--- src/rtl/mux_sched_pkg.sv ---
// Shared constants and FSM state type for the round-robin mux scheduler.
package mux_sched_pkg;

  localparam int unsigned NUM_CH = 31;
  localparam int unsigned SEL_W  = 5;
  localparam int unsigned DATA_W = 2;

  typedef enum logic [1:0] {
    IDLE,
    SAMPLE,
    HOLD
  } state_e;

endpackage

--- src/rtl/rr_pick.sv ---
// Combinational rotating priority encoder: lowest requesting index at or above ptr,
// otherwise the lowest requesting index below ptr.
module rr_pick
  import mux_sched_pkg::*;
#(
  parameter int unsigned NUM_CH = mux_sched_pkg::NUM_CH,
  parameter int unsigned SEL_W  = mux_sched_pkg::SEL_W
) (
  input  logic [NUM_CH-1:0] req,
  input  logic [SEL_W-1:0]  ptr,
  output logic              any,
  output logic [SEL_W-1:0]  idx
);

  logic             hi_found;
  logic [SEL_W-1:0] hi_idx;
  logic [SEL_W-1:0] lo_idx;

  // Scan downward so the lowest matching index in each half wins.
  always_comb begin
    hi_found = 1'b0;
    hi_idx   = '0;
    lo_idx   = '0;
    for (int i = NUM_CH - 1; i >= 0; i--) begin
      if (req[i]) begin
        if (SEL_W'(i) >= ptr) begin
          hi_found = 1'b1;
          hi_idx   = SEL_W'(i);
        end else begin
          lo_idx = SEL_W'(i);
        end
      end
    end
  end

  assign any = |req;
  assign idx = hi_found ? hi_idx : lo_idx;

endmodule

--- src/rtl/mux_rr_sched.sv ---
// Round-robin scheduler sharing one NUM_CH:1 mux; grants a channel, samples the mux
// output and presents it on a registered valid/ready stage.
module mux_rr_sched
  import mux_sched_pkg::*;
#(
  parameter int unsigned NUM_CH = mux_sched_pkg::NUM_CH,
  parameter int unsigned SEL_W  = mux_sched_pkg::SEL_W,
  parameter int unsigned DATA_W = mux_sched_pkg::DATA_W
) (
  input  logic              clk,
  input  logic              reset,
  input  logic [NUM_CH-1:0] req,
  input  logic [DATA_W-1:0] mux_out,
  output logic [SEL_W-1:0]  sel,
  output logic [NUM_CH-1:0] grant,
  output logic [DATA_W-1:0] out_data,
  output logic [SEL_W-1:0]  out_ch,
  output logic              out_valid,
  input  logic              out_ready
);

  state_e            state_q, state_d;
  logic [SEL_W-1:0]  ptr_q, ptr_d;
  logic [SEL_W-1:0]  sel_q, sel_d;
  logic [NUM_CH-1:0] grant_q, grant_d;
  logic [DATA_W-1:0] out_data_q, out_data_d;
  logic [SEL_W-1:0]  out_ch_q, out_ch_d;
  logic              out_valid_q, out_valid_d;

  logic              pick_any;
  logic [SEL_W-1:0]  pick_idx;
  logic [NUM_CH-1:0] pick_oh;

  rr_pick #(
    .NUM_CH(NUM_CH),
    .SEL_W (SEL_W)
  ) u_rr_pick (
    .req(req),
    .ptr(ptr_q),
    .any(pick_any),
    .idx(pick_idx)
  );

  assign pick_oh = {{(NUM_CH - 1){1'b0}}, 1'b1} << pick_idx;

  always_comb begin
    state_d     = state_q;
    ptr_d       = ptr_q;
    sel_d       = sel_q;
    grant_d     = '0;
    out_data_d  = out_data_q;
    out_ch_d    = out_ch_q;
    out_valid_d = out_valid_q;
    unique case (state_q)
      IDLE: begin
        if (pick_any) begin
          sel_d   = pick_idx;
          grant_d = pick_oh;
          state_d = SAMPLE;
        end
      end
      SAMPLE: begin
        out_data_d  = mux_out;
        out_ch_d    = sel_q;
        out_valid_d = 1'b1;
        ptr_d       = (sel_q == SEL_W'(NUM_CH - 1)) ? '0 : sel_q + SEL_W'(1);
        state_d     = HOLD;
      end
      HOLD: begin
        // ptr_q already points past the channel being held, so the next pick is fair.
        if (out_valid_q && out_ready) begin
          out_valid_d = 1'b0;
          if (pick_any) begin
            sel_d   = pick_idx;
            grant_d = pick_oh;
            state_d = SAMPLE;
          end else begin
            state_d = IDLE;
          end
        end
      end
      default: state_d = IDLE;
    endcase
  end

  always_ff @(posedge clk or posedge reset) begin
    if (reset) begin
      state_q     <= IDLE;
      ptr_q       <= '0;
      sel_q       <= '0;
      grant_q     <= '0;
      out_data_q  <= '0;
      out_ch_q    <= '0;
      out_valid_q <= 1'b0;
    end else begin
      state_q     <= state_d;
      ptr_q       <= ptr_d;
      sel_q       <= sel_d;
      grant_q     <= grant_d;
      out_data_q  <= out_data_d;
      out_ch_q    <= out_ch_d;
      out_valid_q <= out_valid_d;
    end
  end

  assign sel       = sel_q;
  assign grant     = grant_q;
  assign out_data  = out_data_q;
  assign out_ch    = out_ch_q;
  assign out_valid = out_valid_q;

endmodule

--- config.mk ---
export PLATFORM = sky130hd
export DESIGN_NAME = mux_rr_sched
export DESIGN_NICKNAME = d
export VERILOG_FILES = /design/src/rtl/mux_sched_pkg.sv /design/src/rtl/rr_pick.sv /design/src/rtl/mux_rr_sched.sv
export SDC_FILE = /design/constraint.sdc
export NUM_CORES = 1
export LEC_CHECK = 0
export BUFFER_PORTS_ARGS = -buffer_cell sky130_fd_sc_hd__buf_2
export CORE_MARGIN = 1.5
export CORE_UTILIZATION = 55
export DETAILED_ROUTE_END_ITERATION = 12
export PLACE_DENSITY = 0.89
export SLEW_MARGIN = 0
export SYNTH_ARGS = -nofsm -noshare
export SYNTH_HDL_FRONTEND = slang
export SYNTH_SLANG_ARGS = --single-unit
export TNS_END_PERCENT = 10
--- constraint.sdc ---
create_clock -name clk -period 3.5 [get_ports clk]
set_input_delay 0 -clock clk [delete_from_list [all_inputs] [get_ports clk]]
set_output_delay 0 -clock clk [all_outputs]
set_load 0.05 [all_outputs]
# Yosys cells after proc, flatten, opt, wreduce, memory -nomap -nowiden

Cells that the tools add are included.

Register bits: 51
Logic and storage cells: 253
Bits of input ports: 36

Reduce and logical (&&, ||, !) cells: 8
Add/subtract/negate cells: 1
Muxes and demuxes: 200
$lt $le $gt $ge: 31
Equal/unequal tests: 5
Shifts and indexed selects: 1

Operator list:

| operator               | number |
|---|---|
| $mux W5                | 128 |
| $ge A5 B5 Y1 const A   | 15 |
| $mux W1                | 64 |
| $mux W31               | 2 |
| $pmux W31 S2           | 1 |
| $ge A4 B5 Y1 const A   | 8 |
| $reduce_or A31 Y1      | 1 |
| $shl A1 B5 Y31 const A | 1 |
| $ge A3 B5 Y1 const A   | 4 |
| $ge A1 B5 Y1 const A   | 2 |
| $ge A2 B5 Y1 const A   | 2 |
| $pmux W5 S2            | 1 |
| $pmux W2 S3            | 1 |
| $reduce_and A2 Y1      | 3 |
| $add A5 B1 Y5 const B  | 1 |
| $eq A5 B5 Y1 const B   | 1 |
| $mux W2                | 2 |
| $ne A2 B2 Y1 const B   | 2 |
| $reduce_bool A2 Y1     | 2 |
| $eq A2 B1 Y1 const B   | 1 |
| $eq A2 B2 Y1 const B   | 1 |
| $logic_not A2 Y1       | 1 |
| $pmux W1 S2            | 1 |
| $logic_and A1 B1 Y1    | 1 |

# Logic depth before layout (Yosys ltp)

Gate-level depths: netlist of the first run.

Depth after elaboration: 68
Mapped depth: 12
Depth with buffers taken out: 8

# By module

A second synthesis of the first run with hierarchy kept.

Cells, all modules: 462
Area, all modules: 3712.3 um2

By module, submodules not included:

| module       | times used | sequential area each (um2) | cells each | area each (um2) |
|---|---|---|---|---|
| mux_rr_sched | 1          | 1276.2                     | 163        | 1904.3 |
| rr_pick      | 1          | 0.0                        | 299        | 1808.0 |

# Worst setup path before layout of the first run

OpenSTA, ideal clock, no wires.

Path type: reg-to-reg
Start point: register ptr_q[3]
End point: register grant_q[8] (netlist: grant[8])
Slack: 0.674 ns
Arrival: 2.754 ns
Setup time: 0.073 ns
Stages on the path, launching flop included: 12
Path buffers: 3
Cell sequence: dfrtp_1 > buf_6 > or2_1 > buf_6 > a22o_1 > or2_0 > or3_1 > o21bai_1 > a311o_1 > buf_6 > or3b_4 > nor2_1

Cells in the longest elaborated chain, start to end: 68
Elaborated cells on any way between the ends: 222

Ends and longest elaborated chain:

| element                                   | line                                   | source |
|---|---|---|
| start, declared                           | mux_rr_sched.sv:23                     | `logic [SEL_W-1:0] ptr_q, ptr_d;` |
| start signal, assigned                    | mux_rr_sched.sv:97                     | `ptr_q <= ptr_d;` |
| $ge A5 B5 Y1                              | rr_pick.sv:26                          | `if (SEL_W'(i) >= ptr) begin` |
| $mux W1 / $mux W5 (equally long branches) | rr_pick.sv:26                          |  |
| $mux W1 / $mux W5 (equally long branches) | rr_pick.sv:25                          | `if (req[i]) begin` |
| $mux W1 / $mux W5 (equally long branches) | rr_pick.sv:26                          |  |
| $mux W1 / $mux W5 (equally long branches) | rr_pick.sv:25                          |  |
| $mux W1 / $mux W5 (equally long branches) | rr_pick.sv:26                          |  |
| $mux W1 / $mux W5 (equally long branches) | rr_pick.sv:25                          |  |
| $mux W1 / $mux W5 (equally long branches) | rr_pick.sv:26                          |  |
| (+53 left out)                            | n/a                                    |  |
| $mux W1 / $mux W5 (equally long branches) | rr_pick.sv:26                          |  |
| $mux W1 / $mux W5 (equally long branches) | rr_pick.sv:25                          |  |
| $mux W5 *                                 | rr_pick.sv:37                          | `assign idx = hi_found ? hi_idx : lo_idx;` |
| $shl A1 B5 Y31 *                          | mux_rr_sched.sv:44                     | `assign pick_oh = {{(NUM_CH - 1){1'b0}}, 1'b1} << pick_idx;` |
| $mux W31 *                                | mux_rr_sched.sv:56, mux_rr_sched.sv:73 |  |
| $mux W31                                  | mux_rr_sched.sv:71                     | `if (out_valid_q && out_ready) begin` |
| $pmux W31 S2 *                            | mux_rr_sched.sv:54                     | `unique case (state_q)` |
| named net grant_d[8]                      | mux_rr_sched.sv:25                     | `logic [NUM_CH-1:0] grant_q, grant_d;` |
| end signal, assigned                      | mux_rr_sched.sv:99                     | `grant_q <= grant_d;` |
| end, declared                             | mux_rr_sched.sv:25                     |  |

Mark *: on every way through the listed nets, which the timed path passes. The rest lies on a longest branch.
A chain may end at the register's enable or synchronous reset.

# Worst setup path after layout of the first run

Start point: register ptr_q[2]
End point: register grant_q[26] (netlist: grant[26])

The elaborated chain is that of the path after synthesis.

==> run metrics, run 1 <==
post-CTS setup buffer count=0; H-tree depth=2; worst setup path endpoint=grant[26]; final worst path period share=between 90% and 100%; most common cell after layout, fill and taps aside=buf_2; Post-synth EDFFs=0; outcome=completed; row cnt=29; crit path DAT=roughly 3.7 ns; vias in the first global route=3,866; syn_nets=between 400 and 500; Crit. End Element=flip-flop; layout cells sized above 1=approximately a quarter; Tmin final=approximately 3.4 ns; hold crit path type=input port to flip-flop; wire per inst=slightly above 20 um; Setup TNS=0 ns; flop-to-flop setup slack=approximately 0.090 ns; setup violators final=0; remaining global-route overflow=0; Power Density=between 900 and 1000 nW/um2; Area Growth Syn to Fin=17.2%; Clock transition at path regs=approximately 0.10 ns; DIE WIDTH=~85 um; Mapped Area=approximately 3700 um2; routed via count=around 4,200; initial core utilization=between 50 and 60%; Critical Path RT=approximately 3.8 ns; crit-path max FO=11; Final #Nets=roughly 560; # diodes=0; Global Route Usage Sum=about a third; Most used DFF post-synth=dfrtp_1; Die Area=between 7000 and 8000 um2; first-pass GRT wire length=~19,000 um; Setup crit start=ptr_q[2]; Max Fclk=293 MHz; Fill cells=about 530; CP Class=flip-flop to flip-flop; VDD IR max=between 800 and 900 uV; DP HPWL=~9000 um; DP Area=roughly 4100 um2; clk sink count=51; Clock Skew=between 0.01 and 0.015 ns; Worst-Skew Late Latency=roughly 0.32 ns; DR iter-0 viols=600; I/O pins=80; Slew HR=~32%; mean cell area of the mapped netlist=about 8.2 um2; leakage=1.96 nW; Slew @ Worst Pin=approximately 1 ns; core area=roughly 6400 um2; Final Instance Area=between 4000 and 5000 um2; drt via density=6.99; max cap viols=0; final hold violation count=0; worst reg2reg endpoint=grant[26]; worst hold slack=0.0203 ns; router iterations before antenna repair=6; post-synthesis sequential area ratio=approximately a third; gp weighted congestion=~1.1; worst slack, placed=0.159 ns; Post-synth ARST share=between 90% and 100%; FF-to-FF path depth=9; CTS Buffer Depth=2; Cell variety after synth=slightly above 70; Mapped Cells=approximately 440; CTS Root Cell=clkbuf_8; Max Slew Vio Count=0; Die H=between 80 and 90 um; largest net degree at the start of global routing=52; commonest non-fill, non-tap cells in the layout=buf_2, dfrtp_1, nor2_1, nand2_1, o21ai_0; reg2reg start=ptr_q[2]; initial antenna violation count=0; DRC=0; final worst slack=about 0.09 ns; number of synthesis warnings=0; DRT antenna net count=0; final WL=between 10,000 and 15,000 um; IO Port Bufs=79; Num CTS Buffers=5; RSZ-0062 raised after global routing=true; CTS tree=built; crit path launch type=flip-flop; Yosys reg bits=roughly 50
[through the flow]
| step | total power, W | std cells | utilization, % |
|---|---|---|---|
| 4_1_cts | 0.00395 | 598 | 66.9 |
| 2_1_floorplan | 0.00283 | 444 | - |
| 3_3_place_gp | 0.00348 | 587 | 64.5 |
| 5_1_grt | 0.00426 | 598 | 67.1 |
| 3_5_place_dp | 0.00350 | 587 | 64.5 |
| 6_report | 0.00404 | 598 | 67.1 |
[state kept, by name, indices dropped and copies added (netlist names)]
register	count
grant	31
out_ch	5
ptr_q	5
sel	5
out_data	2
state_q	2
out_valid	1
[kinds of logic (layout without fill, tap and decap cells)]
kind of cell / Yosys count / in the layout / synth area share (%)
adders and majority gates: 2 / 2 / 0.684
buffers and inverters: 40 / 117 / 5.75
xor gates and xnor gates: 2 / 2 / 0.479
and+or+nand+nor: 181 / 181 / 25.7
DFF: 51 / 51 / 34.9
muxes: 5 / 5 / 1.54
AOI/OAI and AO/OA: 163 / 163 / 31.0
[worst min path at each step]
stage	start	endpoint	slack (ns)	depth (start not counted)
2_1_floorplan	mux_out[0]	out_data[0]	0.15	1
3_3_place_gp	mux_out[0]	out_data[0]	0.23	2
3_5_place_dp	mux_out[0]	out_data[0]	0.24	2
4_1_cts	out_ready	state_q[1]	0.01	4
5_1_grt	out_ready	state_q[1]	0.04	4
6_report	out_ready	state_q[1]	0.02	4
[routing by layer]
layer / wire length [um] / GRT usage, % / part of all wire, % / vias up
met5: 0 / 0 / 0 / -
met4: 536 / 14.2 / 4.4 / 0
met3: 1310 / 5.41 / 11 / 55
met2: 5700 / 55.3 / 47 / 320
met1: 4580 / 45.5 / 38 / 1970
li1: - / - / - / 1838
[critical path, cell delays in order (launching register included)]
cell and delay (ns):
dfrtp_1 0.56, buf_4 0.24, a311o_1 0.37, a22o_1 0.21, or2_0 0.26, or3_1 0.41
o21bai_1 0.19, a311o_1 0.51, or3_1 0.46, nor2_1 0.13
[area by class of cell]
type                    count  area, um2  area share [%]
repair buffers             97        563            13.1
multi-input cells         353       2190            51.0
clock buffers               6       82.6            1.93
clock inverters             2       38.8           0.905
inverters                  12       45.0            1.05
well taps                  77       96.3            2.25
flip-flops and latches     51       1280            29.8
[report_power, final]
| part | total [W] | internal [W] | switching (W) |
|---|---|---|---|
| logic | 0.00269 | 0.000857 | 0.00184 |
| registers | 0.000908 | 0.000734 | 0.000174 |
| clock network | 0.000433 | 0.000235 | 0.000198 |
| total | 0.00404 | 0.00183 | 0.00221 |
[cell usage after synthesis, types with 5 or more instances]
master | instances | area share (%)
dfrtp_1 | 51 | 35
nor2_1 | 44 | 4.5
nand2_1 | 43 | 4.4
o21ai_0 | 34 | 4.7
a21oi_1 | 28 | 3.8
nand3_1 | 17 | 2.3
buf_2 | 15 | 2.1
inv_1 | 12 | 1.2
nor3_1 | 10 | 1.4
a21boi_0 | 9 | 1.8
nand4_1 | 9 | 1.5
o211ai_1 | 9 | 1.8
a32oi_1 | 7 | 1.7
or3_1 | 7 | 1.2
nand3b_1 | 6 | 1.2
o221ai_1 | 6 | 1.4
or2_2 | 6 | 1.0
a31oi_1 | 5 | 0.86
clkbuf_1 | 5 | 0.51
mux2_2 | 5 | 1.5
nand2b_1 | 5 | 0.86
nor2b_1 | 5 | 0.86
nor4_1 | 5 | 0.86
o21a_1 | 5 | 1.0
o22ai_1 | 5 | 0.86
[what timing repair did]
action / in CTS / in global routing
hold endpoints to repair: 53 / 0
setup endpoints to repair: 0 / 10
resized for setup: 0 / 2
hold buffers: 3 / 0
Note: power is estimated with default switching activity, not from simulation.
==> run 2: changes to the inputs <==
--- a/config.mk
+++ b/config.mk
@@ -10,6 +10,7 @@
 export CORE_UTILIZATION = 55
 export DETAILED_ROUTE_END_ITERATION = 12
 export PLACE_DENSITY = 0.89
+export REMOVE_ABC_BUFFERS = 1
 export SLEW_MARGIN = 0
 export SYNTH_ARGS = -nofsm -noshare
 export SYNTH_HDL_FRONTEND = slang
==> run metrics, run 2 (same netlist as run 1, synthesis figures left out) <==
commonest non-fill, non-tap cells in the layout=buf_2, dfrtp_1, nor2_1, nand2_1, o21ai_0 (unchanged); crit path launch type=flip-flop (unchanged); final core occ=67.9% (was 67.1%); DIE WIDTH=84.5 um (unchanged); routed via count=4,031 (was 4,183); row cnt=29 (unchanged); Final Instance Area=4340 um2 (was 4290 um2); DP HPWL=8680 um (was 8860 um); Hold Path End=state_q[1] (unchanged); leakage=2.00 nW (was 1.96 nW); Setup TNS=0 ns (unchanged); initial antenna violation count=1 (was 0); final worst path period share=94.8% (was 97.4%); Die Area=7150 um2 (unchanged); reg2reg start=ptr_q[0] (was ptr_q[2]); # diodes=0 (unchanged); Max Fclk=302 MHz (was 293 MHz); DR iter-0 viols=431 (was 600); remaining global-route overflow=0 (unchanged); Tmin final=3.32 ns (was 3.41 ns); hold crit path type=input port to flip-flop (unchanged); RSZ-0062 raised after global routing=false (was true); post-CTS setup buffer count=0 (unchanged); crit path DAT=3.55 ns (was 3.66 ns); min-delay src=out_ready (unchanged); CTS Buffer Depth=2 (unchanged); router iterations before antenna repair=5 (was 6); Slew @ Worst Pin=1.01 ns (about the same); most common cell after layout, fill and taps aside=buf_2 (unchanged); final hold violation count=0 (unchanged); DRC=0 (unchanged); CTS tree=built (unchanged); max cap viols=0 (unchanged); worst reg2reg endpoint=grant[28] (was grant[26]); IO Port Bufs=79 (unchanged); core area=6390 um2 (unchanged); Num CTS Buffers=5 (unchanged); wire per inst=19.0 um (was 20.3 um); Area Growth Syn to Fin=18.6% (was 17.2%); Max Slew Vio Count=0 (unchanged); Clock Skew=0.00434 ns (was 0.0110 ns); max reg flops=31 (unchanged); largest net degree at the start of global routing=52 (unchanged); Worst-Skew Late Latency=0.30 ns (was 0.32 ns); vias in the first global route=3,626 (was 3,866); Worst Hold Depth=4 (unchanged); Die H=84.5 um (unchanged); Tot Pwr=0.00403 W (was 0.00404 W); gp weighted congestion=0.964 (was 1.06); Critical Path RT=3.73 ns (was 3.75 ns); Clock transition at path regs=0.09 ns (was 0.10 ns); Final #Nets=568 (was 558); VDD IR max=971 uV (was 890 uV); final WL=11,600 um (was 12,100 um); Power Density=930 nW/um2 (was 941 nW/um2); first-pass GRT wire length=18,400 um (was 19,400 um); drt via density=6.63 (was 6.99); H-tree depth=2 (unchanged); Fill cells=522 (was 528); flop-to-flop setup slack=0.18 ns (was 0.09 ns); Slew HR=32.8% (was 32.5%); FF-to-FF path depth=9 (unchanged); crit-path max FO=14 (was 11); outcome=completed (unchanged); clk sink count=51 (unchanged); layout cells sized above 1=26.0% (was 24.6%); Crit. End Element=flip-flop (unchanged); DRT antenna net count=0 (unchanged); initial core utilization=57.3% (unchanged); DP Area=4180 um2 (was 4120 um2); Global Route Usage Sum=32.0% (was 34.1%); I/O pins=80 (unchanged); CTS Root Cell=clkbuf_8 (unchanged); CP Class=flip-flop to flip-flop (unchanged); setup violators final=0 (unchanged)
==> run 2: cell count changes in the layout (fill, tap and decap cells not counted), sizes merged <==
cell / change
buf: +10
==> run 2: power by group <==
group          leakage (nW)  internal, W  switching [W]
Combinational          1.26     0.000896        0.00179
Sequential            0.680     0.000735       0.000185
Clock                0.0618     0.000235       0.000195
Total                  2.00      0.00187        0.00217
==> run 2: how the worst max path moves through the flow <==
| stage | cells after the start | slack [ns] | from | to |
|---|---|---|---|---|
| after CTS | 10 | 0.18 | ptr_q[3] | grant[30] |
| final | 9 | 0.18 | ptr_q[0] | grant[28] |
| after global placement | 9 | 0.29 | ptr_q[3] | grant[24] |
| after global routing | 11 | 0.02 | ptr_q[2] | grant[30] |
| after detailed placement | 9 | 0.23 | ptr_q[3] | grant[24] |
| after floorplan | 8 | 0.25 | ptr_q[4] | grant[8] |
==> run 2: worst max-delay path, cell delays in order, from the launching register on <==
cell	delay [ns]
dfrtp_1	0.57
buf_4	0.27
or4_1	0.60
nand3_1	0.14
nand3b_1	0.13
or2_2	0.34
o32ai_1	0.44
nand3_1	0.21
or3_1	0.43
nor2_1	0.12
==> run 2: cell type report <==
| cell class | count | area (um2) | area share [%] |
|---|---|---|---|
| Clock inverter | 2 | 38.8 | 0.894 |
| Inverter | 12 | 45.0 | 1.04 |
| Tap cell | 77 | 96.3 | 2.22 |
| Timing Repair Buffer | 107 | 626 | 14.4 |
| Sequential cell | 51 | 1280 | 29.5 |
| Multi-Input combinational cell | 353 | 2170 | 50.0 |
| Clock buffer | 6 | 82.6 | 1.90 |
==> run 2: layer usage <==
metal | GRT usage (%) | vias up | part of all wire (%)
li1 | - | 1862 | -
met1 | 46.5 | 1908 | 44
met2 | 49.3 | 233 | 45
met3 | 6.49 | 28 | 9.0
met4 | 7.62 | 0 | 2.3
met5 | 0 | - | 0
==> run 2: what timing repair did <==
item,in CTS,in global routing
hold buffers,3,0
setup endpoints to repair,0,28
endpoints found under the hold margin,53,0
resized for setup,0,2
==> run 2: per-stage QoR <==
| stage | hold WS, ns | worst slack (ns) | cells |
|---|---|---|---|
| after floorplan | 0.151 | 0.250 | 416 |
| after global placement | 0.238 | 0.289 | 597 |
| after detailed placement | 0.239 | 0.230 | 597 |
| after CTS | 0.00547 | 0.178 | 608 |
| after global routing | 0.0388 | 0.0196 | 608 |
| final | 0.00196 | 0.183 | 608 |
==> run 3: changes to the inputs <==
--- a/config.mk
+++ b/config.mk
@@ -10,6 +10,7 @@
 export CORE_UTILIZATION = 55
 export DETAILED_ROUTE_END_ITERATION = 12
 export PLACE_DENSITY = 0.89
+export RECOVER_POWER = 50
 export REMOVE_ABC_BUFFERS = 1
 export SLEW_MARGIN = 0
 export SYNTH_ARGS = -nofsm -noshare
==> run metrics, run 3 (same netlist as run 1, synthesis figures left out) <==
vias in the first global route=3,626 (unchanged); CTS Root Cell=clkbuf_8 (unchanged); min-delay src=out_ready (unchanged); reg2reg start=ptr_q[0] (unchanged); final core occ=67.1% (was 67.9%); largest net degree at the start of global routing=52 (unchanged); Setup crit start=ptr_q[0] (unchanged); outcome=finished, violations left (was completed); remaining global-route overflow=0 (unchanged); Clock Skew=0.00449 ns (was 0.00434 ns); initial antenna violation count=1 (unchanged); Tot Pwr=0.00401 W (was 0.00403 W); hold crit path type=input port to flip-flop (unchanged); max reg flops=31 (unchanged); H-tree depth=2 (unchanged); Max Slew Vio Count=52 (was 0); final hold violation count=0 (unchanged); post-CTS setup buffer count=0 (unchanged); final worst path period share=94.9% (was 94.8%); router iterations before antenna repair=5 (unchanged); IO Port Bufs=79 (unchanged); worst slack, placed=0.230 ns (unchanged); crit path launch type=flip-flop (unchanged); Die Area=7150 um2 (unchanged); routed via count=4,032 (was 4,031); Final #Nets=568 (unchanged); Crit. End Element=flip-flop (unchanged); layout cells sized above 1=17.5% (was 26.0%); Slew HR=-22.3% (was 32.8%); final worst slack=0.179 ns (was 0.183 ns); clk sink count=51 (unchanged); row cnt=29 (unchanged); max cap viols=1 (was 0); Max Fclk=301 MHz (was 302 MHz); Slew @ Worst Pin=1.83 ns (was 1.01 ns); initial core utilization=57.3% (unchanged); Tmin final=3.32 ns (about the same); Critical Path Max Stage Delay=0.59 ns (was 0.60 ns); RSZ-0062 raised after global routing=false (unchanged); VDD IR max=947 uV (was 971 uV); core area=6390 um2 (unchanged); first-pass GRT wire length=18,400 um (unchanged); most common cell after layout, fill and taps aside=dfrtp_1 (was buf_2); failing checks=capacitance limit, slew limit; DRC=0 (unchanged); most used cell, CP=nand3_1 (unchanged); Num CTS Buffers=5 (unchanged); DIE WIDTH=84.5 um (unchanged); crit-path max FO=14 (unchanged); Fill cells=549 (was 522); wire per inst=19.1 um (was 19.0 um); CTS Buffer Depth=2 (unchanged); Global Route Usage Sum=32.0% (unchanged); setup violators final=0 (unchanged); final WL=11,600 um (about the same); # diodes=0 (unchanged); crit path max-delay cell type=or4_1 (unchanged); Power Density=936 nW/um2 (was 930 nW/um2); DR iter-0 viols=471 (was 431); CTS tree=built (unchanged); CP Class=flip-flop to flip-flop (unchanged); gp weighted congestion=0.964 (unchanged); commonest non-fill, non-tap cells in the layout=dfrtp_1, nor2_1, clkbuf_1, nand2_1, buf_2 (was buf_2, dfrtp_1, nor2_1, nand2_1, o21ai_0); Clock transition at path regs=0.09 ns (about the same); crit path DAT=3.56 ns (was 3.55 ns); DRT antenna net count=0 (unchanged); leakage=1.82 nW (was 2.00 nW); Area Growth Syn to Fin=17.1% (was 18.6%); drt via density=6.63 (about the same); I/O pins=80 (unchanged); Die H=84.5 um (unchanged); Setup TNS=0 ns (unchanged); DP HPWL=8680 um (unchanged); worst-path cell chain=buf_4 > or4_1 > nand3_1 > nand3b_1 > or2_2 > o32ai_1 > nand3_1 > or3_1 > nor2_1 (unchanged); Critical Path RT=3.73 ns (about the same); Worst-Skew Late Latency=0.30 ns (about the same)
## run 3: cell count changes in the layout (fill, tap and decap cells not counted), sizes merged
cell	previous run	this run
buf	104	60
clkbuf	6	50
## run 3: metal layers
layer	track usage [%]	up-vias	wire length, um
met1	46.5	1904	5090
met3	6.49	30	1070
met5	0	-	0
met2	49.3	234	5200
met4	7.62	0	253
li1	-	1864	-
## run 3: cell type report
class	instances	area, um2	area share (%)
clock inverters	2	38.8	0.906
inverters	12	45.0	1.05
repair buffers	107	571	13.3
multi-input cells	353	2170	50.7
well taps	77	96.3	2.25
flip-flops and latches	51	1280	29.9
clock buffers	6	82.6	1.93
## run 3: per-stage QoR
stage / hold WS (ns) / cells / instance area, um2
detailed placement: 0.239 / 597 / 4180
CTS: 0.00547 / 608 / 4340
global placement: 0.238 / 597 / 4180
global route: 0.0388 / 608 / 4280
floorplan: 0.151 / 416 / 3490
finish: 0.00230 / 608 / 4280
## run 3: power breakdown
| group | switching, W | internal [W] | leakage, nW |
|---|---|---|---|
| clock | 0.000196 | 0.000235 | 0.0618 |
| sequential | 0.000190 | 0.000736 | 0.680 |
| combinational | 0.00179 | 0.000866 | 1.08 |
| total | 0.00217 | 0.00184 | 1.82 |
## run 3: final timing paths
kind / to / slack [ns] / cells past startpoint
max in group asynchronous: ptr_q[4] / 1.49 / 3
worst max-delay path: grant[24] / 0.18 / 9
worst min register to register: out_ch[3] / 0.49 / 2
min in group asynchronous: grant[21] / 0.83 / 3
worst max register to register: grant[24] / 0.18 / 9
worst min-delay path: state_q[1] / 0.002 / 4
## run 3: repair_timing
item,CTS,global route
endpoints found under the hold margin,53,0
hold buffers,3,0
setup endpoints to repair,0,28
resized for setup,0,2
## run 3: worst max-delay path: cells and delay by family, from the launching register on
family	cells	cell delay, ns
and+or+nand+nor	7	1.96
DFF	1	0.57
buffers and inverters	1	0.27
AOI/OAI and AO/OA	1	0.44
